**src/rtl/icache_prefetch_controller.sv**
```systemverilog
// I-cache fill controller: demand line fills from L2 one word per beat, followed by an
// optional, abortable next-line prefetch.
package icache_prefetch_pkg;

  typedef enum logic {
    ICACHE_READ    = 1'b0,
    ICACHE_CLFLUSH = 1'b1
  } icache_memory_operation_e;

  typedef enum logic [1:0] {
    LOAD  = 2'b00,
    STORE = 2'b01
  } memory_operation_e;

endpackage

module icache_prefetch_controller
  import icache_prefetch_pkg::*;
#(
  parameter int unsigned WORDS_PER_LINE = 4,
  parameter int unsigned ADDR_W         = 32,
  parameter bit          PREFETCH_EN    = 1'b1,
  parameter int unsigned PF_CNT_W       = 16
) (
  input  logic                                clk,
  input  logic                                reset,
  input  logic                                pipe_req_valid,
  input  icache_memory_operation_e            pipe_req_type,
  input  logic [ADDR_W-1:0]                   pipe_req_addr,
  output logic                                pipe_req_fulfilled,
  output logic                                l2_req_valid,
  output memory_operation_e                   l2_req_type,
  output logic [ADDR_W-1:0]                   l2_req_addr,
  input  logic                                l2_req_fulfilled,
  input  logic                                valid_block_match,
  input  logic                                pf_block_match,
  output logic                                load_mode,
  output logic                                perform_write,
  output logic [ADDR_W-1:0]                   fill_addr,
  output logic [$clog2(WORDS_PER_LINE)-1:0]   fill_word_idx,
  output logic                                clear_selected_valid_bit,
  output logic                                finish_new_line_install,
  output logic [PF_CNT_W-1:0]                 pf_count
);

  localparam int unsigned IDX_W = $clog2(WORDS_PER_LINE);
  localparam int unsigned OFF_W = IDX_W + 2;

  localparam logic [1:0] StIdle     = 2'd0;
  localparam logic [1:0] StAlloc    = 2'd1;
  localparam logic [1:0] StPfProbe  = 2'd2;
  localparam logic [1:0] StPrefetch = 2'd3;

  localparam logic [ADDR_W:0] LineBytes = {{(ADDR_W - OFF_W){1'b0}}, 1'b1, {OFF_W{1'b0}}};

  logic [1:0]          state_q, state_d;
  logic [ADDR_W-1:0]   fill_line_q, fill_line_d;
  logic [IDX_W-1:0]    idx_q, idx_d;
  logic [PF_CNT_W-1:0] pf_count_q, pf_count_d;

  logic [ADDR_W:0]     next_line_sum;
  logic                next_line_wraps;
  logic [ADDR_W-1:0]   miss_line;
  logic                last_beat;
  logic                unused_addr_offset;

  // Byte offset within the line is irrelevant to the controller.
  assign unused_addr_offset = ^pipe_req_addr[OFF_W-1:0];

  assign next_line_sum   = {1'b0, fill_line_q} + LineBytes;
  assign next_line_wraps = next_line_sum[ADDR_W];
  assign miss_line       = {pipe_req_addr[ADDR_W-1:OFF_W], {OFF_W{1'b0}}};
  assign last_beat       = &idx_q;

  // idx is zero whenever the FSM is idle, so this equals fill_line outside a fill.
  assign fill_addr     = fill_line_q | {{(ADDR_W - OFF_W){1'b0}}, idx_q, 2'b00};
  assign fill_word_idx = idx_q;
  assign pf_count      = pf_count_q;

  always_comb begin
    state_d     = state_q;
    fill_line_d = fill_line_q;
    idx_d       = idx_q;
    pf_count_d  = pf_count_q;

    pipe_req_fulfilled       = 1'b0;
    l2_req_valid             = 1'b0;
    l2_req_type              = LOAD;
    l2_req_addr              = fill_addr;
    load_mode                = 1'b0;
    perform_write            = 1'b0;
    clear_selected_valid_bit = 1'b0;
    finish_new_line_install  = 1'b0;

    case (state_q)
      StIdle: begin
        if (pipe_req_valid) begin
          if (pipe_req_type == ICACHE_CLFLUSH) begin
            pipe_req_fulfilled       = 1'b1;
            clear_selected_valid_bit = valid_block_match;
          end else if (valid_block_match) begin
            pipe_req_fulfilled = 1'b1;
          end else begin
            fill_line_d = miss_line;
            idx_d       = '0;
            state_d     = StAlloc;
          end
        end
      end

      StAlloc, StPrefetch: begin
        l2_req_valid = 1'b1;
        load_mode    = 1'b1;
        if (l2_req_fulfilled) begin
          perform_write = 1'b1;
          idx_d         = idx_q + IDX_W'(1);
          if (last_beat) begin
            finish_new_line_install = 1'b1;
            // Advance the base here so the probe cycle already looks up the next line.
            if (state_q == StAlloc && PREFETCH_EN && !next_line_wraps) begin
              fill_line_d = next_line_sum[ADDR_W-1:0];
              state_d     = StPfProbe;
            end else begin
              state_d = StIdle;
            end
          end else if (state_q == StPrefetch && pipe_req_valid) begin
            // Abort: the partial line is left invalid and the pipeline replays in idle.
            idx_d   = '0;
            state_d = StIdle;
          end
        end
      end

      StPfProbe: begin
        if (pf_block_match) begin
          state_d = StIdle;
        end else begin
          idx_d   = '0;
          state_d = StPrefetch;
          if (!(&pf_count_q)) begin
            pf_count_d = pf_count_q + PF_CNT_W'(1);
          end
        end
      end

      default: begin
        state_d                  = 'x;
        fill_line_d              = 'x;
        idx_d                    = 'x;
        pf_count_d               = 'x;
        pipe_req_fulfilled       = 1'bx;
        l2_req_valid             = 1'bx;
        l2_req_type              = memory_operation_e'('x);
        l2_req_addr              = 'x;
        load_mode                = 1'bx;
        perform_write            = 1'bx;
        clear_selected_valid_bit = 1'bx;
        finish_new_line_install  = 1'bx;
      end
    endcase

    if (!reset) begin
      pipe_req_fulfilled       = 1'b0;
      l2_req_valid             = 1'b0;
      l2_req_type              = LOAD;
      load_mode                = 1'b0;
      perform_write            = 1'b0;
      clear_selected_valid_bit = 1'b0;
      finish_new_line_install  = 1'b0;
    end
  end

  always_ff @(posedge clk) begin
    if (!reset) begin
      state_q     <= StIdle;
      fill_line_q <= '0;
      idx_q       <= '0;
      pf_count_q  <= '0;
    end else begin
      state_q     <= state_d;
      fill_line_q <= fill_line_d;
      idx_q       <= idx_d;
      pf_count_q  <= pf_count_d;
    end
  end

endmodule

```
**config.mk**
```make
export PLATFORM = sky130hd
export DESIGN_NAME = icache_prefetch_controller
export DESIGN_NICKNAME = d
export VERILOG_FILES = /design/src/rtl/icache_prefetch_controller.sv
export SDC_FILE = /design/constraint.sdc
export NUM_CORES = 1
export LEC_CHECK = 0
export BUFFER_PORTS_ARGS = -buffer_cell sky130_fd_sc_hd__buf_2
export CAP_MARGIN = 20
export CORE_ASPECT_RATIO = 1.75
export CORE_MARGIN = 2
export CORE_UTILIZATION = 54
export DETAILED_ROUTE_END_ITERATION = 16
export PLACE_DENSITY_LB_ADDON = 0.1
export SETUP_SLACK_MARGIN = 0.15
export SYNTH_ARGS = -nofsm -noshare
export SYNTH_HDL_FRONTEND = slang
export SYNTH_SLANG_ARGS = --single-unit
```
**constraint.sdc**
```tcl
create_clock -name clk -period 4.2 [get_ports clk]
set_input_delay 0.21 -clock clk [delete_from_list [all_inputs] [get_ports clk]]
set_output_delay 0.21 -clock clk [all_outputs]
set_load 0.02 [all_outputs]
```
==> run metrics, run 1 <==
met1 Usage GRT 0.2797; Antenna Cells 0; EDFF count, synth 0; Worst VDD drop 0.2544 mV; Vias 3385; vias in the first global route 3061; status finished clean; Worst Path Arrival 2.98 ns; 1st-iter DRT viols 217; final HPWL from detailed placement 6271 um; Fin Setup TNS 0 ns; first-pass GRT wire length 14410 um; worst-margin pin slew 0.9186 ns; Area contributors post-synth dfxtp_1 28%, buf_4 9.0%, nand2_1 5.4%, nor2_1 4.1%, o32ai_2 3.3%; Synth Register Bits 48; I/O Pins 129; Post-Synthesis Cells 429; worst hold-check path type primary input to register; 1st-pass router iterations 4; syn avg cell area 7.953 um^2; CTS tree done; worst setup path startpoint state_q[0]; Hold Path Origin pipe_req_addr[4]; top-area cell type share of the netlist area 0.2816; worst endpoint required time 4.40 ns; Max H-tree Level 2; DR DRC count 0; NumNets Final 536; most frequent cells in the layout 118 x buf_2, 49 x nand2_1, 48 x dfxtp_1; mapped cell area 0.003412 mm^2; PwrDens 274.6 mW/mm^2; register area share after synthesis 0.2816; met2 Resource Use GR 0.4911; GRT Total Usage 0.2578; FILL cells 584; GR Util met3 0.04128; gp weighted congestion 0.8378; Post-CTS Hold Buffers 0; Clock Pin Slew Worst Setup and Hold Paths 0.09 ns; worst-case clock buffer depth 2; CTS Buf Count 5; share of cells above drive strength 1 0.3111; CP Max Fanout 26; RSZ-0062 raised after global routing no; crit path capture type register; fin crit share 0.6617; initial antenna violation count 0; largest net degree at the start of global routing 52; Leak 0.001642 uW; clk_lat worst skew 0.32 ns; reg2reg start state_q[0]; die area 0.006996 mm^2; leading area contributor after synthesis dfxtp_1; WS Path Type register to register; crit start category register; die height 109.2 um; relative slew slack 0.3861; fin. max-slew vios 0; core footprint 0.006133 mm^2; P&R area growth vs syn 12.06%; Ys Warns 0; Avg WL per Cell 15.79 um; final WL 9082 um; Synth async-reset ratio 0; gr busiest metal met2; final hold violation count 0; Final Critical Period 2.779 ns; Yosys cell types 65; FMAX 359.8 MHz; row cnt 38; Root Buffer Master clkbuf_8; Antenna Nets Post-Route 0; cts repair resizes 0; die width 64.09 um; starting density of the core 0.5563; commonest non-fill, non-tap cell in the layout buf_2; maxcap violations 0; clock sinks 48; post-CTS setup repair buffer count 0; grt total ovfl 0; top_reg_cell synth dfxtp_1; final setup violation count 0; fin util 0.6234; skew final 0.004395 ns; Vias per Instance 5.887; Port Buf Inserts 118
cell type report:
class,instances,area [um^2],area share
clock buffer,5,68.82,0.01800
tap,80,100.1,0.02618
sequential,48,960.9,0.2513
timing repair buffer,122,620.6,0.1623
inverter,6,22.52,0.005890
clock inverter,3,42.54,0.01113
multi-input combinational,311,2008,0.5252
logic make-up after synthesis:
group,Yosys count,synth area share
multiplexers,6,0.01760
other,1,0.001099
adder cells (fa/ha/maj),3,0.01100
AND/OR/NAND/NOR,180,0.2714
AO/OA/AOI/OAI,105,0.2538
buffers and inverters,75,0.1353
flip-flops,48,0.2816
XOR/XNOR,11,0.02824
power by group:
group / switching, uW / internal, uW / total, uW
Sequential: 26.6 / 471 / 497
Clock: 173 / 176 / 350
Combinational: 129 / 73.8 / 203
routing by layer:
| layer | share of wire | wire length, um |
|---|---|---|
| met1 | 0.39 | 3562 |
| met2 | 0.54 | 4894 |
| met5 | 0 | 0 |
| met3 | 0.052 | 470 |
| met4 | 0.017 | 155 |
stage by stage:
step | total power (uW) | instances | cell area [um^2] | hold slack [ns] | setup WS, ns
after floorplan | 665.3 | 434 | 3431 | 0.3784 | 2.189
after global placement | 707.7 | 567 | 3712 | 0.4804 | 1.453
after detailed placement | 710.5 | 567 | 3712 | 0.4946 | 1.449
after CTS | 1058 | 575 | 3824 | 0.1704 | 1.433
after global routing | 1089 | 575 | 3824 | 0.1929 | 1.181
final | 1050 | 575 | 3824 | 0.1750 | 1.421
synth_stat cells (all sizes together), types with 2 or more instances:
library cell / count
o2111ai: 3
nand2b: 4
o21ai: 10
buf: 52
mux2i: 6
nor2b: 3
nand4: 12
o22ai: 3
clkbuf: 17
inv: 5
and3: 7
a211oi: 12
a21oi: 15
nor2: 37
nor4: 5
ha: 3
and2: 8
dfxtp: 48
nand2: 50
nor3: 21
or2: 4
xnor2: 8
o31ai: 5
o21a: 2
xor2: 3
a32oi: 3
o41ai: 2
o211ai: 3
a2bb2oi: 4
and4: 7
nand3: 17
o31a: 5
a32o: 2
o2bb2ai: 2
a211o: 3
o32ai: 15
a31oi: 9
critical path, stage by stage, from the launching register on:
cell and delay, ns:
dfxtp_1 0.84, clkinv_1 0.28, a211oi_1 0.29, nand2_1 0.58, nor2_1 0.51, a311oi_1 0.15
path summary, 6_finish.rpt:
check	cells past startpoint	endpoint	slack [ns]
hold reg to reg	1	pf_count[5]	0.50
hold / removal	3	fill_line_q[4]	0.18
setup reg to reg	5	fill_line_q[4]	1.42
setup / recovery	5	fill_line_q[4]	1.42
flip-flops by register name (all words and copies together) (netlist names):
| signal | count |
|---|---|
| fill_line_q | 28 |
| state_q | 2 |
| fill_word_idx | 2 |
| pf_count | 16 |
Power figures use the tool's default switching activity.
==> run 2: changes to the inputs <==
ABC_AREA = 1   (was not set)
CORE_UTILIZATION = 51   (was 54)
clock period = 2.7 ns   (was 4.2 ns; I/O delays follow)
==> run 2 against run 1 <==
Compared with the run above:
- worst setup slack worse by 0.86 ns
- count of clock-buffer cells in the layout unchanged
- cell area up 9.6%
- non-clock buffer count is 4 higher
- sequential share of layout area shrank 2.2 points
- global-route usage grew 1.5 points
- clock power rose by 130%
- critical path type unchanged
- critical endpoint is now fill_line_q[20]
- highest routed layer unchanged
==> run metrics, run 2 <==
cts repair resizes 0; cell with the most instances after synthesis nand2_1; relative slew slack 0.5152; fin crit share 0.7911; final WL 10310 um; top_reg_cell synth dfxtp_1; core footprint 0.006857 mm^2; 1st-iter DRT viols 201; 1st-pass router iterations 4; max FFs per register 28; leading area contributor after synthesis dfxtp_1; met2 Resource Use GR 0.5216; I/O Pins 129; row cnt 40; reg2reg start fill_line_q[4]; top-area cell type share of the netlist area 0.2657; Hold Path Origin pipe_req_addr[23]; skew final 0.005088 ns; Area contributors post-synth dfxtp_1 27%, nand2_1 21%, nor2_1 9.7%, buf_4 8.7%, inv_1 5.2%; P&R area growth vs syn 15.81%; status finished clean; Port Buf Inserts 118; Worst VDD drop 0.4335 mV; PwrDens 477.1 mW/mm^2; GRT Total Usage 0.2730; FILL cells 718; initial antenna violation count 0; register area share after synthesis 0.2657; GR Util met3 0.04175; DR DRC count 0; CTS Buf Count 5; worst-case clock buffer depth 2; met1 Usage GRT 0.2706; crit start category register; Synth async-reset ratio 0; Synth Register Bits 48; worst hold-check path type primary input to register; starting density of the core 0.5276; vias in the first global route 3692; CTS tree done; grt total ovfl 0; Final Critical Period 2.136 ns; post-CTS setup repair buffer count 0; mapped cell area 0.003617 mm^2; Worst Path Arrival 2.36 ns; Vias per Instance 5.155; worst setup path startpoint fill_line_q[4]; final HPWL from detailed placement 7684 um; Root Buffer Master clkbuf_16; Vias 3959; die width 67.66 um; WS Path Type register to register; clock sinks 48; final hold violation count 0; Max H-tree Level 2; EDFF count, synth 0; clk_lat worst skew 0.29 ns; fin. max-slew vios 0; first-pass GRT wire length 16500 um; Ys Warns 0; most frequent cells after synthesis 200 x nand2_1, 93 x nor2_1, 50 x inv_1; Yosys cell types 39; commonest non-fill, non-tap cell in the layout nand2_1; CP Max Fanout 25; Fin Hold WS 0.1517 ns; gp weighted congestion 0.9431; Fin Setup TNS 0 ns; largest net degree at the start of global routing 32; die area 0.007809 mm^2; NumNets Final 726; gr busiest metal met2; most frequent cells in the layout 200 x nand2_1, 118 x buf_2, 93 x nor2_1; share of cells above drive strength 1 0.2310; syn avg cell area 6.009 um^2; RSZ-0062 raised after global routing no; Clock Pin Slew Worst Setup and Hold Paths 0.07 ns; Avg WL per Cell 13.42 um; Post-Synthesis Cells 602; Antenna Nets Post-Route 0; Antenna Cells 0; die height 115.4 um; worst-margin pin slew 0.7253 ns; maxcap violations 0; Largest Register fill_line_q; Leak 0.001967 uW; worst endpoint required time 2.92 ns; final setup violation count 0; Post-CTS Hold Buffers 0; FMAX 468.2 MHz; crit path capture type register
run 2: changes by cell type after synthesis, moves of 9 or more:
cell | previous run | this run
nand3_1 | 17 | 31
inv_1 | 5 | 50
nor3_1 | 20 | 7
nand2_1 | 49 | 200
nor2_1 | 37 | 93
a211oi_1 | 12 | 1
a21oi_1 | 15 | 26
clkbuf_1 | 15 | 6
o21ai_0 | 9 | 25
run 2: kinds of logic after synthesis:
logic type | Yosys count | synth area share
AOI/OAI and AO/OA | 69 | 0.1131
xor gates and xnor gates | 14 | 0.03390
adders and majority gates | 3 | 0.01038
buffers and inverters | 107 | 0.1602
DFF | 48 | 0.2657
other | 1 | 0.001037
and+or+nand+nor | 360 | 0.4158
run 2: layout make-up:
cell class,count,area [um^2],share of cell area
clock inverters,2,60.06,0.01434
multi-input cells,452,2096,0.5003
repair buffers,126,650.6,0.1553
flip-flops and latches,48,960.9,0.2294
inverters,51,191.4,0.04570
well taps,84,105.1,0.02509
clock buffers,5,125.1,0.02987
run 2: final timing paths:
check                                  endpoint  slack (ns)  cells after the start
worst min register to register      pf_count[4]        0.50                      2
worst max-delay path            fill_line_q[20]        0.56                     10
worst min-delay path            fill_line_q[23]        0.15                      5
worst max register to register  fill_line_q[20]        0.56                     10
run 2: worst max-delay path, cell delays in order, from the launching register on:
cell and delay [ns]:
dfxtp_1 0.37, ha_1 0.26, inv_1 0.09, nor2_2 0.05, nand2_2 0.15, nor2_8 0.06
nand3_2 0.06, nand2_2 0.08, a21boi_4 0.61, nand2_1 0.15, a21oi_2 0.16
run 2: metal layers:
layer / up-vias / part of all wire
met3: 29 / 0.051
met2: 126 / 0.55
met5: - / 0
li1: 2019 / -
met1: 1785 / 0.36
met4: 0 / 0.035
run 2: metrics by stage:
stage	worst slack [ns]	power (uW)	instances	instance area (um^2)	utilization
final	0.5641	1999	768	4189	0.6109
after global routing	0.3773	2079	768	4189	0.6109
after CTS	0.5542	2011	768	4189	0.6109
after detailed placement	0.5856	1213	761	4004	0.5839
after global placement	0.6340	1206	761	4004	0.5839
after floorplan	0.8232	1123	607	3636	-
run 2: power breakdown:
part	internal, uW	total (uW)	switching (uW)
clock network	526	800	274
registers	740	794	54.8
logic	139	404	266
total	1400	2000	595
==> run 3: changes to the inputs <==
CORE_UTILIZATION = 46   (was 51)
clock period = 1.9 ns   (was 2.7 ns; I/O delays follow)
==> run 3 against run 2 <==
Compared with the run above:
- worst setup slack worse by 0.34 ns
- via count increased by 6.0%
- critical path type unchanged
- hold slack worse by 0.038 ns
- core utilization rose by 2.7 points
- cell area up 16%
- count of clock-buffer cells in the layout is 1 higher
- clock skew rose by 0.0045 ns
- combinational power rose by 84%
==> run metrics, run 3 (synthesized netlist as in run 2, its figures left out) <==
P&R area growth vs syn 34.35%; Worst VDD drop 0.6153 mV; final WL 11390 um; fin crit share 0.8847; CP Max Fanout 8; Vias per Instance 5.098; largest net degree at the start of global routing 26; Post-Route M1 WL 3877 um; Worst setup endpoint fill_line_q[9]; status finished clean; Avg WL per Cell 13.84 um; die width 71.04 um; CTS tree done; worst-margin pin slew 0.5963 ns; worst hold-check path type primary input to register; final HPWL from detailed placement 8250 um; CTS Buf Count 5; most frequent cells in the layout 194 x nand2_1, 118 x buf_2, 77 x nor2_1; I/O Pins 129; Fin Setup TNS 0 ns; vias in the first global route 3788; PwrDens 571.9 mW/mm^2; Worst Path Arrival 1.91 ns; share of cells above drive strength 1 0.3497; top layer in use met4; RSZ-0062 raised after global routing yes; hold depth 5; maxcap violations 0; clk_lat worst skew 0.30 ns; final setup violation count 0; WS Path Type register to register; crit start category register; Port Buf Inserts 118; WL met3 615 um; 1st-iter DRT viols 324; worst reg2reg path depth 11; worst endpoint required time 2.13 ns; worst setup path startpoint fill_line_q[10]; reg2reg start fill_line_q[10]; die height 121.3 um; die area 0.008617 mm^2; first-pass GRT wire length 17110 um; GRT Total Usage 0.2508; fin cells 823; Largest Register fill_line_q; row cnt 42; fin. max-slew vios 0; max FFs per register 28; Clock Pin Slew Worst Setup and Hold Paths 0.07 ns; gp weighted congestion 0.8995; slack of the worst reg-to-reg path 0.22 ns; FMAX 594.9 MHz; Met2 Wirelength 6379 um; Vias 4196; crit path capture type register; grt total ovfl 0; Inst Count DP 807; core footprint 0.007620 mm^2; reg-to-reg endpoint fill_line_q[9]; Final Critical Period 1.681 ns; Post-CTS Hold Buffers 0; NumNets Final 776; 1st-pass router iterations 4; starting density of the core 0.4747; Root Buffer Master clkbuf_16; initial antenna violation count 0; Leak 0.002323 uW; final hold violation count 0; Antenna Nets Post-Route 0; commonest non-fill, non-tap cell in the layout nand2_1; clock sinks 48; fin util 0.6378; DR DRC count 0; skew final 0.009616 ns; worst-case clock buffer depth 2; Antenna Cells 0; placed instance area 0.004385 mm^2; relative slew slack 0.6000; Design Area, Final 0.004860 mm^2; Max H-tree Level 2
==> run 3: cell count changes in the layout (fill, tap and decap cells not counted), moves of 6 or more <==
cell,delta
dfxtp_1,-13
dfxtp_2,+11
buf_4,+39
nor2_2,+12
nor2_1,-16
nand2_1,-6
==> run 3: cell type report <==
| class | instances | area (um^2) |
|---|---|---|
| Fill cell | 757 | 2760 |
| Multi-Input combinational cell | 452 | 2278 |
| Clock inverter | 2 | 15.01 |
| Timing Repair Buffer | 176 | 1144 |
| Tap cell | 88 | 110.1 |
| Clock buffer | 6 | 138.9 |
| Inverter | 51 | 191.4 |
| Sequential cell | 48 | 982.2 |
==> run 3: what timing repair did <==
item	CTS	global route
pin swaps	0	14
resized for setup	3	60
endpoints found under the setup margin	9	42
buffers inserted	1	4
cloned	0	3
==> run 3: metal layers <==
layer | vias to the layer above | track usage
met3 | 36 | 0.04153
met4 | 0 | 0.1333
met1 | 1917 | 0.2550
met5 | - | 0
li1 | 2115 | -
met2 | 128 | 0.4737
==> run 3: worst min-delay path by stage <==
stage               slack, ns              start          endpoint
floorplan                0.23              reset  fill_word_idx[0]
global placement         0.40  pipe_req_addr[23]   fill_line_q[23]
detailed placement       0.42  pipe_req_addr[23]   fill_line_q[23]
CTS                      0.11  pipe_req_addr[23]   fill_line_q[23]
global route             0.15  pipe_req_addr[21]   fill_line_q[21]
finish                   0.11  pipe_req_addr[23]   fill_line_q[23]
==> run 3: per-stage QoR <==
stage	power, uW	hold WS (ns)	setup slack (ns)
after floorplan	1597	0.2334	0.1383
after detailed placement	1799	0.4208	0.09666
final	2779	0.1138	0.2191
after global placement	1788	0.4045	0.1393
after CTS	2743	0.1149	0.1452
after global routing	2900	0.1453	0.1199
==> run 3: power breakdown <==
group	internal, uW	total (uW)	leakage [uW]	switching [uW]
registers	1050	1090	0.000396	43.2
logic	294	743	0.00186	449
clock network	525	941	0.0000691	416
total	1870	2780	0.00232	909
==> run 3: worst max-delay path, cell delays in order, from the launching register on <==
cell and delay (ns):
dfxtp_1 0.37, nand2_1 0.10, nor2_2 0.19, nand2_4 0.09, nor2_8 0.12, nand3_2 0.09
nand2_4 0.11, nand2_4 0.07, nand2_8 0.14, clkbuf_16 0.16, o21ai_0 0.08, nor2_1 0.10
